$ cat config.mk
export PLATFORM = sky130hd
export DESIGN_NAME = weighted_rr_burst_arbiter_flat
export DESIGN_NICKNAME = d
export VERILOG_FILES = /design/src/rtl/weighted_rr_burst_arbiter_if.sv /design/src/rtl/weighted_rr_burst_arbiter.sv /design/src/flat_wrapper.sv
export SDC_FILE = /design/constraint.sdc
export NUM_CORES = 1
export LEC_CHECK = 0
export BUFFER_PORTS_ARGS = -buffer_cell sky130_fd_sc_hd__buf_2
export CORE_MARGIN = 5
export CORE_UTILIZATION = 30
export CTS_BUF_LIST = sky130_fd_sc_hd__clkbuf_16
export DETAILED_ROUTE_END_ITERATION = 6
export PLACE_DENSITY = 0.55
export SLEW_MARGIN = 20
export SYNTH_ARGS = -nofsm -noshare
export SYNTH_HDL_FRONTEND = slang
export SYNTH_SLANG_ARGS = --single-unit
$ cat constraint.sdc
create_clock -name clk -period 3.6 [get_ports clk]
set_input_delay 0.72 -clock clk [delete_from_list [all_inputs] [get_ports clk]]
set_output_delay 0.72 -clock clk [all_outputs]
set_load 0.05 [all_outputs]
$ cat src/rtl/weighted_rr_burst_arbiter_if.sv
// Requester/resource-side bundle for the weighted round-robin burst arbiter.
// master drives requests, weights and beat strobes; slave (the arbiter) returns grants.
interface weighted_rr_burst_arbiter_if #(
    parameter int N  = 4,
    parameter int WW = 4
);
    localparam int IW = $clog2(N);

    logic [N-1:0]    req;
    logic [N*WW-1:0] weight;
    logic            beat;
    logic [N-1:0]    grant;
    logic [IW-1:0]   grant_idx;
    logic            busy;

    modport master (
        output req,
        output weight,
        output beat,
        input  grant,
        input  grant_idx,
        input  busy
    );

    modport slave (
        input  req,
        input  weight,
        input  beat,
        output grant,
        output grant_idx,
        output busy
    );
endinterface

$ cat src/rtl/weighted_rr_burst_arbiter.sv
// Weighted round-robin arbiter: a winner keeps the resource for up to weight[i]
// accepted beats (or until it drops req), then priority rotates past it.
module weighted_rr_burst_arbiter #(
    parameter int N  = 4,
    parameter int WW = 4
) (
    input  logic                          clk,
    input  logic                          rst,
    weighted_rr_burst_arbiter_if.slave    bus
);
    localparam int IW = $clog2(N);

    typedef enum logic {
        IDLE,
        GRANT
    } state_t;

    state_t        state_q, state_d;
    logic [N-1:0]  grant_q, grant_d;
    logic [IW-1:0] grant_idx_q, grant_idx_d;
    logic [IW-1:0] ptr_q, ptr_d;
    logic [WW-1:0] cnt_q, cnt_d;

    logic          tenure_end;
    logic [IW-1:0] next_ptr;
    logic [IW-1:0] arb_ptr;
    logic          win_found;
    logic [IW-1:0] win_idx;
    logic [WW-1:0] win_weight;
    logic [WW-1:0] load_cnt;

    always_comb begin
        next_ptr = (grant_idx_q == IW'(N - 1)) ? '0 : grant_idx_q + IW'(1);
    end

    // A pending beat on the withdraw cycle folds into the same tenure end.
    always_comb begin
        tenure_end = (state_q == GRANT) &&
                     ((bus.beat && (cnt_q == WW'(1))) || !bus.req[grant_idx_q]);
        arb_ptr    = tenure_end ? next_ptr : ptr_q;
    end

    always_comb begin
        logic [IW-1:0] cand;
        win_found = 1'b0;
        win_idx   = '0;
        cand      = '0;
        for (int k = 0; k < N; k++) begin
            cand = IW'((int'(arb_ptr) + k) % N);
            if (!win_found && bus.req[cand]) begin
                win_found = 1'b1;
                win_idx   = cand;
            end
        end
    end

    always_comb begin
        win_weight = bus.weight[int'(win_idx)*WW +: WW];
        load_cnt   = (win_weight == '0) ? WW'(1) : win_weight;
    end

    always_comb begin
        state_d     = state_q;
        grant_d     = grant_q;
        grant_idx_d = grant_idx_q;
        ptr_d       = ptr_q;
        cnt_d       = cnt_q;
        case (state_q)
            IDLE: begin
                if (win_found) begin
                    state_d     = GRANT;
                    grant_d     = {{(N-1){1'b0}}, 1'b1} << win_idx;
                    grant_idx_d = win_idx;
                    cnt_d       = load_cnt;
                end
            end
            GRANT: begin
                if (tenure_end) begin
                    ptr_d = next_ptr;
                    if (win_found) begin
                        grant_d     = {{(N-1){1'b0}}, 1'b1} << win_idx;
                        grant_idx_d = win_idx;
                        cnt_d       = load_cnt;
                    end else begin
                        state_d = IDLE;
                        grant_d = '0;
                        cnt_d   = '0;
                    end
                end else if (bus.beat) begin
                    cnt_d = cnt_q - WW'(1);
                end
            end
        endcase
    end

    always_ff @(posedge clk or posedge rst) begin
        if (rst) begin
            state_q     <= IDLE;
            grant_q     <= '0;
            grant_idx_q <= '0;
            ptr_q       <= '0;
            cnt_q       <= '0;
        end else begin
            state_q     <= state_d;
            grant_q     <= grant_d;
            grant_idx_q <= grant_idx_d;
            ptr_q       <= ptr_d;
            cnt_q       <= cnt_d;
        end
    end

    // Gate by live req so a withdrawing owner loses grant in the same cycle.
    assign bus.grant     = grant_q & bus.req;
    assign bus.grant_idx = grant_idx_q;
    assign bus.busy      = (state_q == GRANT);

endmodule

$ cat src/flat_wrapper.sv
// flat-port wrapper written by rule: the top's interface ports become plain ports
module weighted_rr_burst_arbiter_flat 
#(
    parameter int N  = 4,
    parameter int WW = 4
)
  (clk, rst, bus_req, bus_weight, bus_beat, bus_grant, bus_grant_idx, bus_busy);
  weighted_rr_burst_arbiter_if #(.N(N), .WW(WW)) bus_i ();
  input  logic clk;
  input  logic rst;
  input wire logic [$bits(bus_i.req)-1:0] bus_req;
  input wire logic [$bits(bus_i.weight)-1:0] bus_weight;
  input wire logic [$bits(bus_i.beat)-1:0] bus_beat;
  output wire logic [$bits(bus_i.grant)-1:0] bus_grant;
  output wire logic [$bits(bus_i.grant_idx)-1:0] bus_grant_idx;
  output wire logic [$bits(bus_i.busy)-1:0] bus_busy;
  assign bus_i.req = bus_req;
  assign bus_i.weight = bus_weight;
  assign bus_i.beat = bus_beat;
  assign bus_grant = bus_i.grant;
  assign bus_grant_idx = bus_i.grant_idx;
  assign bus_busy = bus_i.busy;
  weighted_rr_burst_arbiter #(.N(N), .WW(WW)) u_core (.clk(clk), .rst(rst), .bus(bus_i));
endmodule
After elaboration in Yosys (flattened, before gate mapping)
Index checks and enable logic that the tools add are counted.

Register bits: 13. Bits in read-only memories: 0. Word-level logic and storage cells: 73. Input bits: 23. Bits in latches: 0. Bits in writable memories: 0. Output and inout bits: 7. Memories: 0.

Multiply operators: 0. Div/mod/pow operators: 0. $add $sub $neg: 5. Equality and inequality tests: 5. Shifts and indexed selects: 2. Mux-type cells: 36. Reductions and logical operators: 13. Magnitude comparators: 5. Bitwise operators: 2.

Operator list (count): $mux 4 (8); $mux 2 (8); $pmux 4 s2 (2); $shiftx 16x5->4 (1); $lt 2x3->1 const B (5); $mux 1 (11); $bmux 1 s2 (5); $logic_and 1x1->1 (5); $add 2x1->2 const B (2); $add 2x2->2 const B (2); $and 4x4->4 (1); $eq 4x1->1 const B (1); $logic_not 1->1 (4); $logic_not 4->1 (1); $pmux 2 s2 (1); $reduce_and 2->1 (2); $shl 1x2->4 const A (1); $sub 4x1->4 const B (1); $ne 3x3->1 const B (1); $eq 2x2->1 const B (1); $ne 2x1->1 const B (1); $ne 2x2->1 const B (1); $pmux 1 s2 (1); $logic_or 1x1->1 (1); $not 1->1 (1).

Depth between registers and ports, before layout
Depth after elaboration: 24. Mapped depth: 12. Mapped depth without buffers: 11.

Least setup slack after synthesis
OpenSTA, ideal clock, no wires.

Path type: flip-flop to flip-flop. Start: register u_core.grant_idx_q[1], in the netlist u_core.bus.grant_idx[1]. End: register u_core.cnt_q[0]. Stages on the path, launching flop included: 11. Data required time: 3467 ps. Arrival: 2807 ps. Path slack: 660 ps. Path through: dfrtp_1 -> ha_1 -> and2_1 -> a32oi_1 -> o311ai_4 -> a221oi_2 -> nor4_4 -> nand2_4 -> mux2_1 -> a221oi_2 -> a31oi_1.

Longest elaborated chain between the ends: 24. Elaborated cells on any way between the ends: 44. Those cells by class: add/sub: 4; eq/ne: 3; shift: 1; mux: 25; reduce/logical: 11.

RTL lines: start, declared (RTL line weighted_rr_burst_arbiter.sv:20) `logic [IW-1:0] grant_idx_q, grant_idx_d;`; start signal, assigned (RTL line weighted_rr_burst_arbiter.sv:106) `grant_idx_q <= grant_idx_d;`; parallel branches: the longest is 24 deep, another holds $add 2x1->2; end signal, assigned (RTL line weighted_rr_burst_arbiter.sv:108) `cnt_q <= cnt_d;`; end, declared (RTL line weighted_rr_burst_arbiter.sv:22) `logic [WW-1:0] cnt_q, cnt_d;`.

Parallel ways; which one is timed is not known. The select of a mux whose other input is x is not followed. A chain may end at the register's enable or synchronous reset.

Worst setup path after layout
Start: register u_core.grant_idx_q[0], in the netlist u_core.bus.grant_idx[0]. End: register u_core.cnt_q[0].

The elaborated chain is that of the path after synthesis.

==> metrics.csv <==
metric,value,unit
num_vias,1078,
syn_area,0.001194,mm²
power.leakage,0.0006919,µW
diodes,0,
postCtsHoldBufs,0,
rrSetupSlack,0.60,ns
synth-seq-area-share,27.25,%
htree_levels,1,
gp_congestion,0.8844,
die_area,0.005340,mm²
crit_arrival,3.10,ns
final_common_cell,buf_2,
synth-edff-count,0,
critPathLaunchType,flop,
dp_cells,204,
area_growth,20.96,%
finalWirelength,2925,µm
finalHoldViolations,0,
async_flop_share,100.0,%
grt_start_max_net_pins,14,
fp.dieW,73.08,µm
fin_setup_tns,0,ns
skew,0.001948,ns
cp_data_required_time,3.70,ns
final_cell_mix,"buf_2 (29), dfrtp_1 (13), nor2_1 (12), o21ai_0 (11), nand2_1 (10)",
hold_start,u_core.grant_q[3],
avgViaCountPerCell,5.183,
grt_overflow_total,0,
cts_tree,done,
cts_root_buffer,clkbuf_16,
cts_buffers,3,
slew-limit-headroom,64.85,%
fmax,333.4,MHz
cts_setup_buffers,0,
synth_seq_cells,13,
dr.pass1.iters,4,
cts_buffer_depth,2,
p_per_area,954.6,mW/mm²
drtIter0Drc,105,
cts_resized,0,
reg2reg_to,u_core.cnt_q[0],
final-setup-viol-count,0,
cp_max_fo,9,
core_area,0.003914,mm²
endpoint_kind,flop,
grt_pass1_wl,5009,µm
synth_ff_type,dfrtp_1,
syn-num-nets,155,
ir_drop,0.0003585,V
final_nets,185,
slew_viol_final,0,
rsz0062_at_grt,false,
path_class,flop to flop,
min_path_cells,2,
finalNonFillerCells,208,
cts.reportedPaths.clkPinSlew,0.04,ns
antenna_found_initial,0,
synthesis.instances,129,
route.detailed.drc,0,
whs_endpoint,u_core.grant_q[3],
drv.max_cap_violation_count,0,
first_global_vias,1131,
layout-drive-gt1-share,31.01,%
ios,30,
status,"complete, no violations",
timing.rr.start,u_core.bus.grant_idx[0],
rows,23,
hp-class,flop to flop,
fp.dieH,73.08,µm
r2r_cells,10,
cts_sinks,13,
port_buffers,29,
wl_per_cell,14.06,µm
drtAntennaViolNets,0,
period_minus_slack,3.000,ns
n_fill_cell,428,
dp_hpwl,2366,µm
tightest_slew,0.5218,ns
start_util,30.50,%
grtUsageTotal,11.79,%
yosys_warnings,0,
clkLatencyLatePin,0.24,ns
syn_avg_cell_area,9.253,µm²
fin_total_pwr,1378,µW
fin_crit_sh,83.33,%
synthDistinctLibCells,48,
-- cell families (layout without fill, tap and decap cells) --
| kind of cell | Yosys count | in the layout | share of synthesized area, % |
|---|---|---|---|
| AO/OA/AOI/OAI | 36 | 36 | 24.43 |
| multiplexers | 14 | 14 | 13.21 |
| buffers and inverters | 13 | 42 | 6.184 |
| flip-flops | 13 | 13 | 27.25 |
| adder cells (fa/ha/maj) | 3 | 3 | 3.145 |
| AND/OR/NAND/NOR | 50 | 50 | 25.79 |
-- state kept, by name (all words and copies together), names as in the netlist --
| signal | count |
|---|---|
| u_core.grant_q | 4 |
| u_core.bus.busy | 1 |
| u_core.cnt_q | 4 |
| u_core.ptr_q | 2 |
| u_core.bus.grant_idx | 2 |
-- power by group --
part	internal, µW	leakage, µW	switching [µW]
combinational	390	0.000492	496
sequential	213	0.000158	77.5
clock	146	0.0000423	55.5
-- layer usage --
metal | up-vias | global-route usage [%] | wire length (µm)
met1 | 506 | 14.96 | 1332
met4 | 0 | 5.123 | 33
li1 | 539 | - | -
met2 | 31 | 19.56 | 1436
met5 | - | 0 | 0
met3 | 2 | 1.928 | 122
-- layout make-up --
type | count | area, µm² | share of cell area (%)
timing repair buffer | 30 | 152.6 | 10.57
multi-input combinational | 103 | 794.5 | 55.03
inverter | 8 | 30.03 | 2.080
clock buffer | 3 | 75.07 | 5.199
sequential | 13 | 325.3 | 22.53
tap | 50 | 62.56 | 4.333
clock inverter | 1 | 3.754 | 0.2600
-- critical path: stages, from the launching register on --
cell,delay (ns)
dfrtp_1,0.51
ha_1,0.44
and2_1,0.19
a32oi_1,0.23
o311ai_4,0.19
a221oi_2,0.39
nor4_4,0.10
nand2_4,0.14
mux2_1,0.35
a221oi_2,0.22
a31oi_1,0.11
-- cell usage after synthesis (2+ instances only) --
library cell	instances	area, µm²
a211oi_1	2	15.01
a21oi_1	2	10.01
a221oi_2	2	30.03
a22o_1	3	26.28
a31oi_1	2	12.51
and2_1	5	31.28
buf_2	2	10.01
buf_6	3	33.78
dfrtp_1	13	325.3
ha_1	3	37.54
inv_1	8	30.03
mux2_2	2	22.52
mux2_4	2	30.03
mux2i_1	8	80.08
nand2_1	10	37.54
nand3_1	4	20.02
nor2_1	12	45.04
nor3_1	3	15.01
o21ai_0	11	55.05
o221ai_1	2	17.52
o22a_1	2	17.52
o41ai_1	2	17.52
-- how the worst max path moves through the flow --
| stage | cells after the start | start | to |
|---|---|---|---|
| final | 10 | u_core.bus.grant_idx[0] | u_core.cnt_q[0] |
| after global routing | 10 | u_core.bus.grant_idx[0] | u_core.cnt_q[0] |
| after CTS | 10 | u_core.bus.grant_idx[0] | u_core.cnt_q[0] |
| after detailed placement | 10 | bus_beat | u_core.cnt_q[0] |
| after global placement | 10 | bus_req[1] | u_core.cnt_q[0] |
| after floorplan | 10 | u_core.bus.grant_idx[1] | u_core.cnt_q[0] |
-- stage by stage --
stage,hold WS [ns],worst slack [ns],instance area (µm²),utilization (%)
after floorplan,0.4418,0.6598,1194,-
after global placement,0.4686,0.5218,1365,34.88
after detailed placement,0.4849,0.5168,1365,34.88
after CTS,0.4946,0.6080,1444,36.89
after global routing,0.5254,0.4220,1444,36.89
final,0.4924,0.6002,1444,36.89
Power figures use the tool's default switching activity.
